### src/rtl/master_pin_ctrl_pkg.sv
// Shared types and helpers for the master-PIN change sequencer.
// PIN packets carry a one-cycle status strobe plus four 4-bit digits.
package master_pin_ctrl_pkg;

  typedef struct packed {
    logic       status;
    logic [3:0] digit1;
    logic [3:0] digit2;
    logic [3:0] digit3;
    logic [3:0] digit4;
  } pinPac_t;

  localparam pinPac_t PIN_ZERO = 17'h0_0000;

  localparam logic [1:0] ERR_AUTH    = 2'd0;
  localparam logic [1:0] ERR_CONFIRM = 2'd1;
  localparam logic [1:0] ERR_TIMEOUT = 2'd2;
  localparam logic [1:0] ERR_LOCKED  = 2'd3;

  // Exact digit equality; status and digit range are deliberately ignored.
  function automatic logic pin_digits_eq(input pinPac_t a, input pinPac_t b);
    return (a.digit1 == b.digit1) && (a.digit2 == b.digit2) &&
           (a.digit3 == b.digit3) && (a.digit4 == b.digit4);
  endfunction

  function automatic pinPac_t pin_with_status(input pinPac_t p, input logic st);
    pinPac_t r;
    r        = p;
    r.status = st;
    return r;
  endfunction

endpackage

### src/rtl/master_pin_ctrl_cycle_timer.sv
// Down-counter: load a value, decrement on request, o_zero while the count is 0.
// Used for the PIN-entry timeout and the lockout window.
module master_pin_ctrl_cycle_timer #(
  parameter int W = 32
) (
  input  logic         clk,
  input  logic         rst,
  input  logic         i_load,
  input  logic [W-1:0] i_load_val,
  input  logic         i_dec,
  output logic         o_zero
);

  logic [W-1:0] r_count;

  // Load has priority; decrement stops at zero.
  always_ff @(posedge clk or posedge rst) begin
    if (rst) begin
      r_count <= '0;
    end else if (i_load) begin
      r_count <= i_load_val;
    end else if (i_dec && (r_count != '0)) begin
      r_count <= r_count - W'(1);
    end else begin
      r_count <= r_count;
    end
  end

  assign o_zero = (r_count == '0);

endmodule

### src/rtl/master_pin_ctrl.sv
// Master-PIN change sequencer: authenticate, capture and confirm a new PIN, then
// drive the update block's enable/strobe handshake. Optional lockout: `define LOCKOUT_EN.
module master_pin_ctrl
  import master_pin_ctrl_pkg::*;
#(
  parameter int TIMEOUT_CYCLES = 50_000_000,
  parameter int MAX_FAILS      = 3,
  parameter int LOCK_CYCLES    = 500_000_000
) (
  input  logic       clk,
  input  logic       rst,
  input  logic       i_req,
  input  pinPac_t    i_pin_in,
  input  pinPac_t    i_cur_master,
  output logic       o_master_en,
  output pinPac_t    o_master_pin,
  output logic       o_busy,
  output logic       o_done,
  output logic       o_err,
  output logic [1:0] o_err_code,
  output logic       o_locked
);

  typedef enum logic [2:0] {
    S_IDLE, S_AUTH, S_NEW1, S_NEW2, S_COMMIT_EN, S_COMMIT_STB, S_COMMIT_REL
  } state_t;

  state_t  r_state;
  pinPac_t r_new_pin;

  logic w_strobe, w_in_entry, w_start, w_tmr_load, w_tmr_dec, w_tmr_zero;
  logic w_auth_fail, w_locked;

  // Entry-timer control and event decode from current state and inputs.
  always_comb begin
    w_strobe    = i_pin_in.status;
    w_in_entry  = (r_state == S_AUTH) || (r_state == S_NEW1) || (r_state == S_NEW2);
    w_start     = (r_state == S_IDLE) && i_req && !w_locked;
    w_tmr_load  = w_start || (w_in_entry && w_strobe);
    w_tmr_dec   = w_in_entry && !w_strobe;
    w_auth_fail = (r_state == S_AUTH) && w_strobe && !pin_digits_eq(i_pin_in, i_cur_master);
  end

  master_pin_ctrl_cycle_timer #(.W(32)) u_entry_tmr (
    .clk        (clk),
    .rst        (rst),
    .i_load     (w_tmr_load),
    .i_load_val (32'(TIMEOUT_CYCLES - 1)),
    .i_dec      (w_tmr_dec),
    .o_zero     (w_tmr_zero)
  );

`ifdef LOCKOUT_EN
  logic       r_locked;
  logic [7:0] r_fail_cnt;
  logic       w_auth_ok, w_lock_trip, w_lock_zero;

  assign w_auth_ok   = (r_state == S_AUTH) && w_strobe && pin_digits_eq(i_pin_in, i_cur_master);
  assign w_lock_trip = w_auth_fail && ((r_fail_cnt + 8'd1) >= 8'(MAX_FAILS));

  master_pin_ctrl_cycle_timer #(.W(32)) u_lock_tmr (
    .clk        (clk),
    .rst        (rst),
    .i_load     (w_lock_trip),
    .i_load_val (32'(LOCK_CYCLES - 1)),
    .i_dec      (r_locked),
    .o_zero     (w_lock_zero)
  );

  // Consecutive-failure count and lockout flag.
  always_ff @(posedge clk or posedge rst) begin
    if (rst) begin
      r_fail_cnt <= 8'd0;
      r_locked   <= 1'b0;
    end else if (r_locked && w_lock_zero) begin
      r_fail_cnt <= 8'd0;
      r_locked   <= 1'b0;
    end else if (w_auth_fail) begin
      r_fail_cnt <= (r_fail_cnt == 8'hFF) ? r_fail_cnt : r_fail_cnt + 8'd1;
      r_locked   <= r_locked | w_lock_trip;
    end else if (w_auth_ok) begin
      r_fail_cnt <= 8'd0;
      r_locked   <= r_locked;
    end else begin
      r_fail_cnt <= r_fail_cnt;
      r_locked   <= r_locked;
    end
  end

  assign w_locked = r_locked;
  assign o_locked = r_locked;
`else
  assign w_locked = 1'b0;
  assign o_locked = 1'b0;
`endif

  logic w_unused_cfg;
  assign w_unused_cfg = ^{32'(MAX_FAILS), 32'(LOCK_CYCLES), i_cur_master.status};

  // Sequencer; outputs are registered alongside each state transition.
  always_ff @(posedge clk or posedge rst) begin
    if (rst) begin
      r_state      <= S_IDLE;
      r_new_pin    <= PIN_ZERO;
      o_master_en  <= 1'b0;
      o_master_pin <= PIN_ZERO;
      o_busy       <= 1'b0;
      o_done       <= 1'b0;
      o_err        <= 1'b0;
      o_err_code   <= 2'd0;
    end else begin
      o_done <= 1'b0;
      o_err  <= 1'b0;
      case (r_state)
        S_IDLE: begin
          o_master_pin <= PIN_ZERO;
          if (i_req && w_locked) begin
            o_err      <= 1'b1;
            o_err_code <= ERR_LOCKED;
          end else if (i_req) begin
            r_state <= S_AUTH;
            o_busy  <= 1'b1;
          end
        end
        S_AUTH: begin
          if (w_strobe && !w_auth_fail) begin
            r_state <= S_NEW1;
          end else if (w_strobe) begin
            r_state    <= S_IDLE;
            o_busy     <= 1'b0;
            o_err      <= 1'b1;
            o_err_code <= ERR_AUTH;
          end else if (w_tmr_zero) begin
            r_state    <= S_IDLE;
            o_busy     <= 1'b0;
            o_err      <= 1'b1;
            o_err_code <= ERR_TIMEOUT;
          end
        end
        S_NEW1: begin
          if (w_strobe) begin
            r_new_pin <= pin_with_status(i_pin_in, 1'b0);
            r_state   <= S_NEW2;
          end else if (w_tmr_zero) begin
            r_state    <= S_IDLE;
            o_busy     <= 1'b0;
            o_err      <= 1'b1;
            o_err_code <= ERR_TIMEOUT;
          end
        end
        S_NEW2: begin
          if (w_strobe && pin_digits_eq(i_pin_in, r_new_pin)) begin
            r_state      <= S_COMMIT_EN;
            o_master_en  <= 1'b1;
            o_master_pin <= pin_with_status(r_new_pin, 1'b0);
          end else if (w_strobe || w_tmr_zero) begin
            r_state    <= S_IDLE;
            r_new_pin  <= PIN_ZERO;
            o_busy     <= 1'b0;
            o_err      <= 1'b1;
            o_err_code <= w_strobe ? ERR_CONFIRM : ERR_TIMEOUT;
          end
        end
        S_COMMIT_EN: begin
          r_state             <= S_COMMIT_STB;
          o_master_pin.status <= 1'b1;
        end
        S_COMMIT_STB: begin
          r_state             <= S_COMMIT_REL;
          o_master_en         <= 1'b0;
          o_master_pin.status <= 1'b0;
          o_done              <= 1'b1;
        end
        S_COMMIT_REL: begin
          r_state   <= S_IDLE;
          r_new_pin <= PIN_ZERO;
          o_busy    <= 1'b0;
        end
        default: begin
          r_state      <= S_IDLE;
          r_new_pin    <= PIN_ZERO;
          o_master_en  <= 1'b0;
          o_master_pin <= PIN_ZERO;
          o_busy       <= 1'b0;
        end
      endcase
    end
  end

endmodule

### config.mk
export PLATFORM = sky130hd
export DESIGN_NAME = master_pin_ctrl
export DESIGN_NICKNAME = d
export VERILOG_FILES = /design/src/rtl/master_pin_ctrl_pkg.sv /design/src/rtl/master_pin_ctrl_cycle_timer.sv /design/src/rtl/master_pin_ctrl.sv
export SDC_FILE = /design/constraint.sdc
export NUM_CORES = 1
export LEC_CHECK = 0
export CELL_PAD_IN_SITES_DETAIL_PLACEMENT = 0
export CELL_PAD_IN_SITES_GLOBAL_PLACEMENT = 1
export CORE_ASPECT_RATIO = 0.6
export CORE_MARGIN = 8
export CORE_UTILIZATION = 45
export CTS_CLUSTER_DIAMETER = 120
export DETAILED_ROUTE_END_ITERATION = 10
export PLACE_DENSITY = 0.94
export SLEW_MARGIN = 0
export SYNTH_ARGS = -nofsm -noshare
export SYNTH_HDL_FRONTEND = slang
export SYNTH_SLANG_ARGS = --single-unit
### constraint.sdc
create_clock -name clk -period 4.94 [get_ports clk]
set_input_delay 0.988 -clock clk [delete_from_list [all_inputs] [get_ports clk]]
set_output_delay 0.988 -clock clk [all_outputs]
set_load 0.05 [all_outputs]
# Word level (Yosys, flattened, before mapping)
# Cells that the tools add are included.
[classes]
addsub = 1
bitwise_logic = 5
n_reduce_logical = 38
n_mux = 43
n_eq_ne = 22
[op_table]
columns = ["cell", "n"]
rows = [
  ["32-bit two-way mux", 2],
  ["16-bit two-way mux", 3],
  ["16-bit one-hot mux with 3 select lines", 1],
  ["4-bit == test", 8],
  ["32-bit logical NOT", 1],
  ["16-bit one-hot mux with 2 select lines", 1],
  ["32-bit nonzero test", 1],
  ["32-bit by 1-bit subtractor with 32-bit output, second input constant", 1],
  ["3-bit two-way mux", 7],
  ["3-bit one-hot mux with 6 select lines", 1],
  ["17-bit two-way mux", 1],
  ["1-bit two-way mux", 15],
  ["1-bit logical AND", 14],
  ["2-bit two-way mux", 7],
  ["2-bit != test, second input constant", 5],
  ["5-bit OR reduction", 2],
  ["3-bit == test, second input constant", 3],
  ["2-bit AND reduction", 4],
  ["3-bit by 2-bit == test with 1-bit output, second input constant", 2],
  ["1-bit one-hot mux with 3 select lines", 2],
  ["2-bit one-hot mux with 3 select lines", 1],
  ["6-bit AND reduction", 1],
  ["1-bit inverter", 5],
  ["1-bit one-hot mux with 5 select lines", 1],
  ["14 further kinds", 20],
]
[totals]
ff_bits = 74
wordCells = 125
output_inout_bits = 24
in_bits = 37

# Logic depth before layout (Yosys ltp)
# Gate-level depths: netlist of the first run.
[logic_depth]
word_depth = 10
depth_mapped = 9
depth_no_buf = 8

# Hierarchy
# From an unflattened synthesis of the first run, not the netlist that was laid out.
[hier_totals]
hier_cells = 457
hier_area_um2 = 4464.3
[modules_own_cells]
columns = ["module", "area_each_um2", "cells_per_inst", "n_inst", "seq_area_each_um2"]
rows = [
  ["master_pin_ctrl", 2303.5, 224, 1, 1051.0],
  ["master_pin_ctrl_cycle_timer", 2160.8, 233, 1, 800.8],
]

# Worst setup path before layout of the first run
# Ideal clock, no wire load.
[synth_path]
kind = "input -> register"
startpoint = "in i_pin_in[10] (netlist bit)"
endpoint = "reg o_master_pin[0] (netlist bit)"
path_slack_ns = 2.246
setup_time_ns = 0.079
cell_stages = 7
path_buffers = 1
t_arrival_ns = 2.615
cell_sequence = "xnor2_1 > nand4_1 > nor3_1 > a21oi_1 > o21ai_2 > buf_2 > mux2i_1"
[synth_between]
elab_chain_cells = 7
[synth_rtl]
columns = ["element", "line", "source"]
rows = [
  ["from (decl)", "master_pin_ctrl.sv:13", "input pinPac_t i_pin_in,"],
  ["4-bit == test", "master_pin_ctrl_pkg.sv:22", "return (a.digit1 == b.digit1) && (a.digit2 == b.digit2) &&"],
  ["1-bit logical AND (2 in series)", "master_pin_ctrl_pkg.sv:22", ""],
  ["1-bit logical AND", "master_pin_ctrl_pkg.sv:23", "(a.digit3 == b.digit3) && (a.digit4 == b.digit4);"],
  ["1-bit logical AND", "master_pin_ctrl.sv:152", "if (w_strobe && pin_digits_eq(i_pin_in, r_new_pin)) begin"],
  ["2-bit by 1-bit != test with 1-bit output (no line)", "n/a", ""],
  ["2-bit AND reduction (no line)", "n/a", ""],
  ["to (signal assigned)", "master_pin_ctrl.sv:155", "o_master_pin <= pin_with_status(r_new_pin, 1'b0);"],
  ["to (decl)", "master_pin_ctrl.sv:16", "output pinPac_t o_master_pin,"],
]
# Every way passes these cells.
# A chain may end at the register's enable or synchronous reset.

# Final worst setup path of the first run
[layout_path]
startpoint = "in i_pin_in[16] (netlist bit)"
endpoint = "reg r_new_pin[1] (netlist bit)"
[layout_between]
elab_chain_cells = 3
elab_cells_between_ends = 6
[layout_rtl]
columns = ["element", "line", "source"]
rows = [
  ["1-bit logical OR or 1-bit logical AND (tied branches)", "master_pin_ctrl.sv:156, master_pin_ctrl.sv:152", ""],
  ["2-bit by 1-bit != test with 1-bit output (no line) or 2-bit != test (tied branches)", "n/a", ""],
  ["4-bit AND reduction (no line) (*)", "n/a", ""],
  ["to (signal assigned)", "master_pin_ctrl.sv:142", "r_new_pin <= pin_with_status(i_pin_in, 1'b0);"],
  ["to (decl)", "master_pin_ctrl.sv:29", "pinPac_t r_new_pin;"],
]
# Mark *: on every way between the ends. The rest lies on a longest branch, timed or not.

==> Flow_metrics.wiki, run 1 <==
{| class="wikitable"
! Metric !! Value
|-
| Run status || completed
|-
| Post-route cell area || around 4900 µm²
|-
| Crit path largest cell delay || roughly 0.8 ns
|-
| Global route overflow || 0
|-
| Met1 Wirelength || 4800 µm
|-
| Synthesized area divided by synthesized cell count || approximately 10 µm²
|-
| Post-layout minimum cycle time || 3.37 ns
|-
| Sw Ratio || 35.2%
|-
| Met3 wirelength from detailed routing || 494 µm
|-
| Worst IR drop on VDD || 315 µV
|-
| Mux cell area share after synthesis || about 4.9%
|-
| Worst Path Max Fanout || 16
|-
| Last weighted congestion value of the routability-driven placer || about 0.80
|-
| Worst min-delay path category || flop to flop
|-
| Beginning of the critical path || i_pin_in[16]
|-
| Share of synthesized flip-flops with an asynchronous set or reset || 100%
|-
| Sequential share of the synthesized area || between 40% and 50%
|-
| First-pass GRT wire length || 16100 µm
|-
| Count of filler cells inserted in the layout || 725
|-
| Worst slew margin relative to its limit || 43.8%
|-
| Post-detailed-route via-to-cell ratio || 5.51
|-
| Static leakage || 0.00193 µW
|-
| Die X || 137 µm
|-
| Portion of total power attributed to combinational logic || 32.5%
|-
| Io pins || 61
|-
| Unrepaired setup endpoints after global routing || no
|-
| Clock root buffer || clkbuf_16
|-
| Met2 layer wire length in the routed design || 4100 µm
|-
| Total routing usage reported by global routing || 17.0%
|-
| Data required time at the worst endpoint || 5.20 ns
|-
| Adder and majority cell fraction of the synthesized area || 0.316%
|-
| R2r startpoint || u_entry_tmr.r_count[3]
|-
| Cell family contributing the most delay on the critical path || buffers and inverters
|-
| Fraction of layout cells with a size suffix above 1 || 8.20%
|-
| HPWL after DPL || 6880 µm
|-
| Post-CTS setup buffers || 0
|-
| Pre-Repair DR Iteration Count || 4
|-
| Dominant combinational cell family by area after synthesis || simple AND/OR/NAND/NOR gates
|-
| Core Rows || 26
|-
| Most used DFF post-synth || dfrtp_1
|-
| Clk Latency, worst-skew pair || 0.33 ns
|-
| Buffers from clock root to sink, at most || 2
|-
| CTS H-tree lvls || 3
|-
| Cell area after placement || 4600 µm²
|-
| Gate Count Post-Synth || about 400
|-
| Max-capacitance violation count || 0
|-
| Final worst setup slack || 1.57 ns
|-
| Fin nets || 485
|-
| Power consumption || 2280 µW
|-
| Max-slew violation count || 0
|-
| Area of the core region || between 8000 and 9000 µm²
|-
| Number of gates resized after cts || 0
|-
| Vias post-DR || 3101
|-
| Final hold vios || 0
|-
| Number of buffers and inverters on the critical path || 2
|-
| Simple-gate portion of the synthesized area || 18.5%
|-
| Setup CP Type || primary input to flop
|-
| Setup crit start kind || primary input
|-
| Area occupied by multi-input gates || between 1500 and 2000 µm²
|-
| # hold bufs at CTS || 0
|-
| Total wire length after detailed routing || 9500 µm
|-
| Vias in the first global route || 3085
|-
| TritonCTS clock tree || yes
|-
| Sw Pwr || 801 µW
|-
| Sum of negative setup slack || 0 ns
|-
| PwrDens || 464 nW/µm²
|-
| Effective utilization at floorplan || 46.4%
|-
| Cell at the slowest stage of the critical path || clkdlybuf4s50_1
|-
| Number of distinct standard cells referenced by the synthesized netlist || 54
|-
| Initial antenna violation count || 0
|-
| Internal power of the cells || 1480 µW
|-
| Number of antenna-violating nets in the routed design || 0
|-
| Area occupied by registers || roughly 1900 µm²
|-
| Clock transition at path regs || 0.05 ns
|-
| Antenna diode instance count || 0
|-
| Area share of xor/xnor cells in the synthesized design || a little under an eighth
|-
| Syn. warnings || 0
|-
| Number of clock sinks || 74
|-
| #FFs+latches synth || 74
|-
| Compound-Gate Fraction of Synth Area || 11.8%
|-
| Die area || 12100 µm²
|-
| Number of synthesized flops with an enable pin || 0
|-
| Vertical die dimension || 88.6 µm
|-
| Number of failing setup endpoints in the final timing report || 0
|-
| Synthesized Nets || approximately 430
|-
| Pin count of the biggest net entering global routing || 42
|-
| WL/cell || 16.9 µm
|-
| Top routing layer used || met4
|-
| Count of buffers inserted at the top-level ports || 58
|-
| Arrival time at the worst endpoint || ~3.6 ns
|-
| Number of buffers added by the clock tree synthesis step || 9
|-
| Part of the power in registers || 37.0%
|-
| Ordered cell list for the critical path || clkdlybuf4s50_1 > bufinv_8 > nor3_1 > a31oi_1 > o21ai_2 > a22o_1
|-
| Worst slack at placement || 1.26 ns
|-
| Clk pwr share || 30.6%
|-
| Starting DRC count in detailed routing || between 200 and 250
|-
| Kind of end point of the critical path || flop
|-
| Drt drc || 0
|-
| Highest Clock Rate || 297 MHz
|-
| Clock Skew || 0.00519 ns
|-
| Hold path start || o_master_pin[13]
|-
| Area added between synthesis and finish || 24.3%
|-
| Slew @ Worst Pin || 0.840 ns
|-
| Post-synthesis cell area || 3950 µm²
|-
| Final worst path period share || roughly two thirds
|}
## routing by layer
layer	vias to the layer above	global-route usage, %
met4	0	5.78
met1	1539	24.4
li1	1492	-
met2	63	24.2
met5	-	0
met3	7	4.37
## kinds of logic after synthesis
group	Yosys count
adder cells (fa/ha/maj)	1
other	1
flip-flops	74
buffers and inverters	44
XOR/XNOR	54
AND/OR/NAND/NOR	140
AO/OA/AOI/OAI	60
multiplexers	19
## through the flow
step                      instances  hold slack, ns  util [%]
after floorplan                 393           0.478         -
after global placement          548           0.495      53.9
after detailed placement        548           0.503      53.9
after CTS                       563           0.519      57.7
after global routing            563           0.540      57.7
final                           563           0.516      57.7
## state kept, by name, indices dropped and copies added, names as in the netlist
| name | cells |
|---|---|
| o_done | 1 |
| r_new_pin | 16 |
| o_master_en | 1 |
| o_err | 1 |
| u_entry_tmr.r_count | 32 |
| r_state | 3 |
| o_master_pin | 17 |
| o_err_code | 2 |
| o_busy | 1 |
## cells in the mapped netlist, drive strengths merged (2+ instances only)
cell type	number	area share, %
a211oi	2	0.38
a21oi	6	0.76
a22o	16	3.5
a311o	2	0.51
a31o	2	0.44
a41oi	4	0.89
and3	5	0.95
buf	8	1.5
clkbuf	12	1.4
dfrtp	74	47
inv	23	2.2
mux2i	19	4.9
nand2	38	3.6
nand2b	3	0.47
nand3	19	2.4
nand4	11	1.7
nand4b	6	1.3
nor2	26	2.5
nor3	12	1.5
nor4	7	1.3
o211ai	3	0.57
o21ai	13	1.8
o311ai	2	0.44
o31ai	3	0.57
or2	3	0.47
or3	4	0.63
or4	3	0.66
xnor2	29	6.4
xor2	25	5.5
## power groups by stage
stage,registers [µW],clock network (µW),logic (µW)
6_report,842,697,740
5_1_grt,858,737,803
4_1_cts,839,710,744
3_5_place_dp,848,0,738
3_3_place_gp,844,0,723
2_1_floorplan,871,0,519
## path summary, 6_finish.rpt
| path | end | slack [ns] | cells past startpoint |
|---|---|---|---|
| setup reg to reg | u_entry_tmr.r_count[25] | 2.30 | 6 |
| max in group asynchronous | r_new_pin[1] | 2.85 | 3 |
| hold reg to reg | o_master_pin[13] | 0.52 | 2 |
| hold / removal | o_master_pin[13] | 0.52 | 2 |
| min in group asynchronous | o_master_pin[8] | 1.09 | 2 |
| setup / recovery | r_new_pin[1] | 1.57 | 6 |
## layout by cell type, fill, tap and decap left out, types with 2 or more instances in the layout
master,netlist,layout
or3_1,4,4
a22o_1,16,16
xor2_1,25,25
o211ai_1,3,3
nand2b_1,3,3
clkdlybuf4s50_1,0,58
nand4_1,11,11
o21ai_0,9,9
or2_2,3,3
o311ai_1,2,2
bufinv_16,0,2
o21ai_2,2,2
o21ai_1,2,2
xnor2_1,29,29
mux2i_1,18,18
and3_1,3,3
a211oi_1,2,2
a41oi_1,4,4
a21oi_1,6,6
clkinv_2,0,2
inv_1,23,22
clkbuf_16,0,9
nand2_1,38,38
nor3_1,12,12
nand4b_1,6,6
buf_4,1,5
a311o_1,2,2
dfrtp_1,74,74
nand3_1,19,19
nor4_1,6,6
or4_1,2,2
o31ai_1,3,3
nor2_1,26,26
## tightest hold or removal path, stage by stage (launching register included)
cell and delay (ns):
dfrtp_1 0.37, inv_1 0.05, mux2i_1 0.05
## area by class of cell
type / count / share of cell area, %
inverters: 24 / 2.11
multi-input cells: 275 / 38.3
repair buffers: 63 / 12.6
flip-flops and latches: 74 / 37.7
clock buffers: 10 / 4.86
well taps: 112 / 2.85
clock inverters: 5 / 1.60
Note: power is estimated with default switching activity, not from simulation.
==> inputs of run 2 (changes only) <==
--- a/config.mk
+++ b/config.mk
@@ -9,10 +9,10 @@
 export CELL_PAD_IN_SITES_GLOBAL_PLACEMENT = 1
 export CORE_ASPECT_RATIO = 0.6
 export CORE_MARGIN = 8
-export CORE_UTILIZATION = 45
+export CORE_UTILIZATION = 38
 export CTS_CLUSTER_DIAMETER = 120
 export DETAILED_ROUTE_END_ITERATION = 10
-export PLACE_DENSITY = 0.94
+export PLACE_DENSITY = 0.85
 export SLEW_MARGIN = 0
 export SYNTH_ARGS = -nofsm -noshare
 export SYNTH_HDL_FRONTEND = slang
==> constraint.sdc (replaced) <==
create_clock -name clk -period 3.1 [get_ports clk]
set_input_delay 0.62 -clock clk [delete_from_list [all_inputs] [get_ports clk]]
set_output_delay 0.62 -clock clk [all_outputs]
set_load 0.05 [all_outputs]
==> run 2 against run 1 <==
Compared with the run above: die area increased by 16%; total power increased by 66%; global-route usage decreased by 1.8 points; critical path type unchanged; critical endpoint is now o_busy; sequential share of layout area decreased by 1.0 points; largest cell class unchanged; register-to-register slack got worse by 1.7 ns.
==> Flow_metrics.wiki, run 2 (synthesized netlist as in run 1, its figures left out) <==
{| class="wikitable"
! Metric !! Value
|-
| Pre-Repair DR Iteration Count || 5
|-
| Number of failing setup endpoints in the final timing report || 0
|-
| Number of antenna-violating nets in the routed design || 0
|-
| Effective utilization at floorplan || 39.6%
|-
| Kind of end point of the critical path || flop
|-
| Clock transition at path regs || 0.06 ns
|-
| # hold bufs at CTS || 0
|-
| Count of filler cells inserted in the layout || 939
|-
| TritonCTS clock tree || yes
|-
| Slew @ Worst Pin || 0.768 ns
|-
| Die X || 148 µm
|-
| Worst slack at placement || 0.213 ns
|-
| Sum of negative setup slack || 0 ns
|-
| Post-route cell area || 5050 µm²
|-
| CTS H-tree lvls || 3
|-
| Area added between synthesis and finish || 27.7%
|-
| Cell area after placement || 4710 µm²
|-
| Worst slew margin relative to its limit || 48.8%
|-
| Run status || completed
|-
| Total routing usage reported by global routing || 15.2%
|-
| Cell family contributing the most delay on the critical path || simple AND/OR/NAND/NOR gates
|-
| Highest Clock Rate || 386 MHz
|-
| Max-slew violation count || 0
|-
| Post-CTS setup buffers || 0
|-
| WL/cell || 16.8 µm
|-
| Final worst path period share || 83.5%
|-
| Worst min-delay path category || flop to flop
|-
| Vias in the first global route || 3186
|-
| Portion of total power attributed to combinational logic || 34.2%
|-
| Registers with the most flip-flops || u_entry_tmr.r_count (32), o_master_pin (17), r_new_pin (16)
|-
| Worst IR drop on VDD || 456 µV
|-
| Static leakage || 0.00199 µW
|-
| Clk Latency, worst-skew pair || 0.33 ns
|-
| Crit path largest cell delay || 0.59 ns
|-
| Count of buffers inserted at the top-level ports || 58
|-
| Last weighted congestion value of the routability-driven placer || slightly above 0.8
|-
| Drt drc || 0
|-
| Number of clock sinks || 74
|-
| Part of the power in registers || 35.1%
|-
| Data required time at the worst endpoint || 3.34 ns
|-
| Setup CP Type || primary input to flop
|-
| Pin count of the biggest net entering global routing || 75
|-
| Final worst setup slack || 0.512 ns
|-
| Max-capacitance violation count || 0
|-
| Area of the core region || 9980 µm²
|-
| Starting DRC count in detailed routing || 306
|-
| Commonest non-fill, non-tap cell in the layout || dfrtp_1
|-
| Antenna diode instance count || 0
|-
| Number of gates resized after cts || 0
|-
| Unrepaired setup endpoints after global routing || no
|-
| Sw Pwr || 1310 µW
|-
| Sw Ratio || 34.8%
|-
| Arrival time at the worst endpoint || 2.82 ns
|-
| Io pins || 61
|-
| Buffers from clock root to sink, at most || 2
|-
| Post-detailed-route via-to-cell ratio || about 5.3
|-
| Setup crit start kind || primary input
|-
| Cell at the slowest stage of the critical path || nor4_1
|-
| Ordered cell list for the critical path || clkdlybuf4s50_1 > xnor2_1 > nand4_1 > nor4_1 > nand4b_1 > a311o_1 > o211ai_1
|-
| Vias post-DR || 3169
|-
| Clock Skew || 0.00722 ns
|-
| Power consumption || approximately 3800 µW
|-
| Fraction of layout cells with a size suffix above 1 || 10.0%
|-
| Number of buffers and inverters on the critical path || 1
|-
| HPWL after DPL || 7250 µm
|-
| Die area || 14000 µm²
|-
| First-pass GRT wire length || 16800 µm
|-
| Core Rows || 28
|-
| Most used cells in the layout excluding fill and tap cells || dfrtp_1, clkdlybuf4s50_1, nand2_1
|-
| Global route overflow || 0
|-
| Hold Slack || 0.516 ns
|-
| Clock root buffer || clkbuf_16
|-
| Post-layout minimum cycle time || 2.59 ns
|-
| Clk pwr share || 30.8%
|-
| Internal power of the cells || 2460 µW
|-
| Worst Path Max Fanout || 4
|-
| Number of buffers added by the clock tree synthesis step || 9
|-
| PwrDens || 747 nW/µm²
|-
| Initial antenna violation count || 0
|-
| Fin nets || roughly 490
|-
| Vertical die dimension || around 95 µm
|-
| Largest Register || u_entry_tmr.r_count
|-
| Final hold vios || 0
|-
| Largest register FFs || 32
|-
| Total wire length after detailed routing || between 10000 and 15000 µm
|}
==> run 2: changes by cell type in the layout (fill, tap and decap cells not counted), sizes merged <==
cell / change
clkbuf: +2
clkinv: -2
clkinvlp: +1
buf: +8
==> run 2: area by class of cell <==
cell class | count | area, µm² | share of cell area [%]
clock buffer | 12 | 267 | 5.28
clock inverter | 4 | 72.6 | 1.44
inverter | 24 | 104 | 2.06
multi-input combinational | 275 | 1880 | 37.3
sequential | 74 | 1850 | 36.7
tap | 135 | 169 | 3.34
timing repair buffer | 71 | 703 | 13.9
==> run 2: worst register-to-register path: stages, from the launching register on <==
cell     delay [ns]
dfrtp_1        0.41
nor4_1         0.49
nand3_1        0.24
nor2_1         0.40
nand3_1        0.34
or4_1          0.48
nand3_1        0.09
==> run 2: metal layers <==
metal,up-vias,track usage (%),part of all wire [%]
li1,1507,-,-
met1,1570,21.9,51
met2,81,21.6,42
met3,11,4.73,6.1
met4,0,3.80,1.0
met5,-,0,0
==> run 2: final timing paths <==
path	cells past startpoint	start	slack, ns	to
setup reg to reg	6	u_entry_tmr.r_count[18]	0.58	u_entry_tmr.r_count[25]
max in group asynchronous	3	rst	2.08	u_entry_tmr.r_count[27]
setup / recovery	7	i_pin_in[5]	0.51	o_busy
hold / removal	2	u_entry_tmr.r_count[2]	0.52	u_entry_tmr.r_count[2]
hold reg to reg	2	u_entry_tmr.r_count[2]	0.52	u_entry_tmr.r_count[2]
min in group asynchronous	3	rst	0.70	o_master_pin[13]
==> run 2: power by group through the flow <==
stage	logic (µW)	clock network (µW)	registers [µW]
CTS	1290	1190	1320
global placement	1260	0	1320
finish	1290	1160	1320
floorplan	828	0	1390
global route	1390	1220	1350
detailed placement	1280	0	1330
==> run 2: through the flow <==
stage                     instances  utilization, %
final                           595            50.6
after global routing            595            50.6
after CTS                       595            50.6
after detailed placement        579            47.2
after global placement          579            47.2
after floorplan                 393               -
==> inputs of run 3 (changes only) <==
--- a/config.mk
+++ b/config.mk
@@ -9,10 +9,10 @@
 export CELL_PAD_IN_SITES_GLOBAL_PLACEMENT = 1
 export CORE_ASPECT_RATIO = 0.6
 export CORE_MARGIN = 8
-export CORE_UTILIZATION = 38
+export CORE_UTILIZATION = 42
 export CTS_CLUSTER_DIAMETER = 120
 export DETAILED_ROUTE_END_ITERATION = 10
-export PLACE_DENSITY = 0.85
+export PLACE_DENSITY = 0.89
 export SLEW_MARGIN = 0
 export SYNTH_ARGS = -nofsm -noshare
 export SYNTH_HDL_FRONTEND = slang
==> constraint.sdc (replaced) <==
create_clock -name clk -period 2.45 [get_ports clk]
set_input_delay 0.49 -clock clk [delete_from_list [all_inputs] [get_ports clk]]
set_output_delay 0.49 -clock clk [all_outputs]
set_load 0.05 [all_outputs]
==> run 3 against run 2 <==
Compared with the run above: cell area grew 3.0%; non-clock buffer count rose by 18; sequential share of layout area decreased by 1.1 points; clock skew about the same; combinational power grew 36%; highest routed layer unchanged; total power increased by 26%; die area down 8.2%; first-iteration DRC count is 22% lower; wire length up 2.5%; sequential power increased by 23%; cell count is 2.0% higher; sequential cell count is the same.
==> Flow_metrics.wiki, run 3 (synthesized netlist as in run 1, its figures left out) <==
{| class="wikitable"
! Metric !! Value
|-
| Run status || completed
|-
| Number of clock sinks || 74
|-
| Arrival time at the worst endpoint || 2.55 ns
|-
| Post-Route Utilization || 56.8%
|-
| Clk Latency, worst-skew pair || approximately 0.34 ns
|-
| Die area || 12900 µm²
|-
| Global route overflow || 0
|-
| Total wire length after detailed routing || just over 10000 µm
|-
| WL/cell || 16.9 µm
|-
| Static leakage || 0.00207 µW
|-
| Worst min-delay path category || flop to flop
|-
| Largest register FFs || 32
|-
| Kind of end point of the critical path || flop
|-
| Core Rows || 27
|-
| Final hold vios || 0
|-
| Clock root buffer || clkbuf_16
|-
| HPWL after DPL || around 7600 µm
|-
| Hold Slack || around 0.52 ns
|-
| CTS H-tree lvls || 3
|-
| Number of failing setup endpoints in the final timing report || 0
|-
| Setup CP Type || flop to flop
|-
| Worst Path Max Fanout || 4
|-
| Worst slack at placement || -0.178 ns
|-
| Io pins || a little over 60
|-
| Max-capacitance violation count || 0
|-
| Drt drc || 0
|-
| Count of filler cells inserted in the layout || 784
|-
| # hold bufs at CTS || 0
|-
| Effective utilization at floorplan || between 40% and 50%
|-
| Registers with the most flip-flops || u_entry_tmr.r_count (32), o_master_pin (17), r_new_pin (16)
|-
| Unrepaired setup endpoints after global routing || no
|-
| Pre-Repair DR Iteration Count || 6
|-
| Initial antenna violation count || 0
|-
| Pin count of the biggest net entering global routing || 28
|-
| Worst slew margin relative to its limit || 50.8%
|-
| PwrDens || about 900 nW/µm²
|-
| Antenna diode instance count || 0
|-
| Area added between synthesis and finish || 31.5%
|-
| Vertical die dimension || slightly above 90 µm
|-
| Total routing usage reported by global routing || 16.5%
|-
| Die X || 141 µm
|-
| Vias post-DR || between 3000 and 4000
|-
| Last weighted congestion value of the routability-driven placer || 0.785
|-
| Largest Register || u_entry_tmr.r_count
|-
| Highest Clock Rate || 432 MHz
|-
| Count of buffers inserted at the top-level ports || 58
|-
| Fraction of layout cells with a size suffix above 1 || 14.3%
|-
| Most used cells in the layout excluding fill and tap cells || dfrtp_1, clkdlybuf4s50_1, nand2_1
|-
| Starting DRC count in detailed routing || 239
|-
| Power consumption || between 4000 and 5000 µW
|-
| Post-detailed-route via-to-cell ratio || approximately 5.4
|-
| Buffers from clock root to sink, at most || 2
|-
| Vias in the first global route || approximately 3200
|-
| Max-slew violation count || 0
|-
| TritonCTS clock tree || yes
|-
| First-pass GRT wire length || 16800 µm
|-
| Fin nets || between 500 and 600
|-
| Commonest non-fill, non-tap cell in the layout || dfrtp_1
|-
| Data required time at the worst endpoint || ~2.7 ns
|-
| Number of buffers added by the clock tree synthesis step || 9
|-
| Slew @ Worst Pin || around 0.74 ns
|-
| Clock Skew || 0.00717 ns
|-
| Setup crit start kind || flop
|-
| Clock transition at path regs || 0.06 ns
|-
| Final worst setup slack || between 0.1 and 0.15 ns
|-
| Post-layout minimum cycle time || between 2 and 2.5 ns
|-
| Sum of negative setup slack || 0 ns
|-
| Number of antenna-violating nets in the routed design || 0
|-
| Final worst path period share || 94.5%
|-
| Area of the core region || roughly 9200 µm²
|-
| Worst IR drop on VDD || 571 µV
|}
-- run 3: cell count changes in the layout (fill, tap and decap cells not counted), sizes merged --
cell / delta
buf: +18
clkbuf: -3
clkinv: +2
-- run 3: cell type report --
type | instances | area [µm²] | share of cell area (%)
Tap cell | 130 | 163 | 3.13
Timing Repair Buffer | 89 | 863 | 16.6
Sequential cell | 74 | 1850 | 35.6
Clock inverter | 6 | 82.6 | 1.59
Inverter | 24 | 104 | 2.00
Multi-Input combinational cell | 275 | 1910 | 36.7
Clock buffer | 9 | 225 | 4.33
-- run 3: metrics by stage --
step / area (µm²) / cells
6_report: 5200 / 607
5_1_grt: 5200 / 607
4_1_cts: 5160 / 606
3_5_place_dp: 4860 / 591
3_3_place_gp: 4860 / 591
2_1_floorplan: 3950 / 393
-- run 3: what timing repair did --
item,CTS,global route
setup buffers,0,1
gates resized for setup,0,5
setup endpoints to repair,0,5
-- run 3: critical path, cell delays in order (launching register included) --
cell	delay, ns
dfrtp_1	0.40
or4_4	0.54
nor4b_4	0.40
and3_4	0.29
mux2i_2	0.09
a311o_1	0.33
o21a_1	0.16
-- run 3: metal layers --
metal / wire length, µm / vias up / global-route usage, % / share of wire [%]
met5: 0 / - / 0 / 0
met4: 146 / 0 / 5.87 / 1.4
met3: 593 / 13 / 5.22 / 5.8
met2: 4420 / 96 / 23.3 / 43
met1: 5110 / 1623 / 23.2 / 50
li1: - / 1542 / - / -
-- run 3: power by group --
part / total, µW / internal, µW / switching, µW
sequential: 1620 / 1430 / 181
combinational: 1750 / 758 / 989
clock: 1390 / 880 / 514
total: 4760 / 3070 / 1680
-- run 3: worst paths after layout --
check,startpoint,endpoint,cells after the start,slack [ns]
max,u_entry_tmr.r_count[28],o_err_code[0],6,0.13
min in group asynchronous,rst,o_master_pin[9],2,0.53
min reg2reg,o_master_pin[2],o_master_pin[2],2,0.52
min,o_master_pin[2],o_master_pin[2],2,0.52
max in group asynchronous,rst,u_entry_tmr.r_count[18],3,1.38
max reg2reg,u_entry_tmr.r_count[28],o_err_code[0],6,0.13
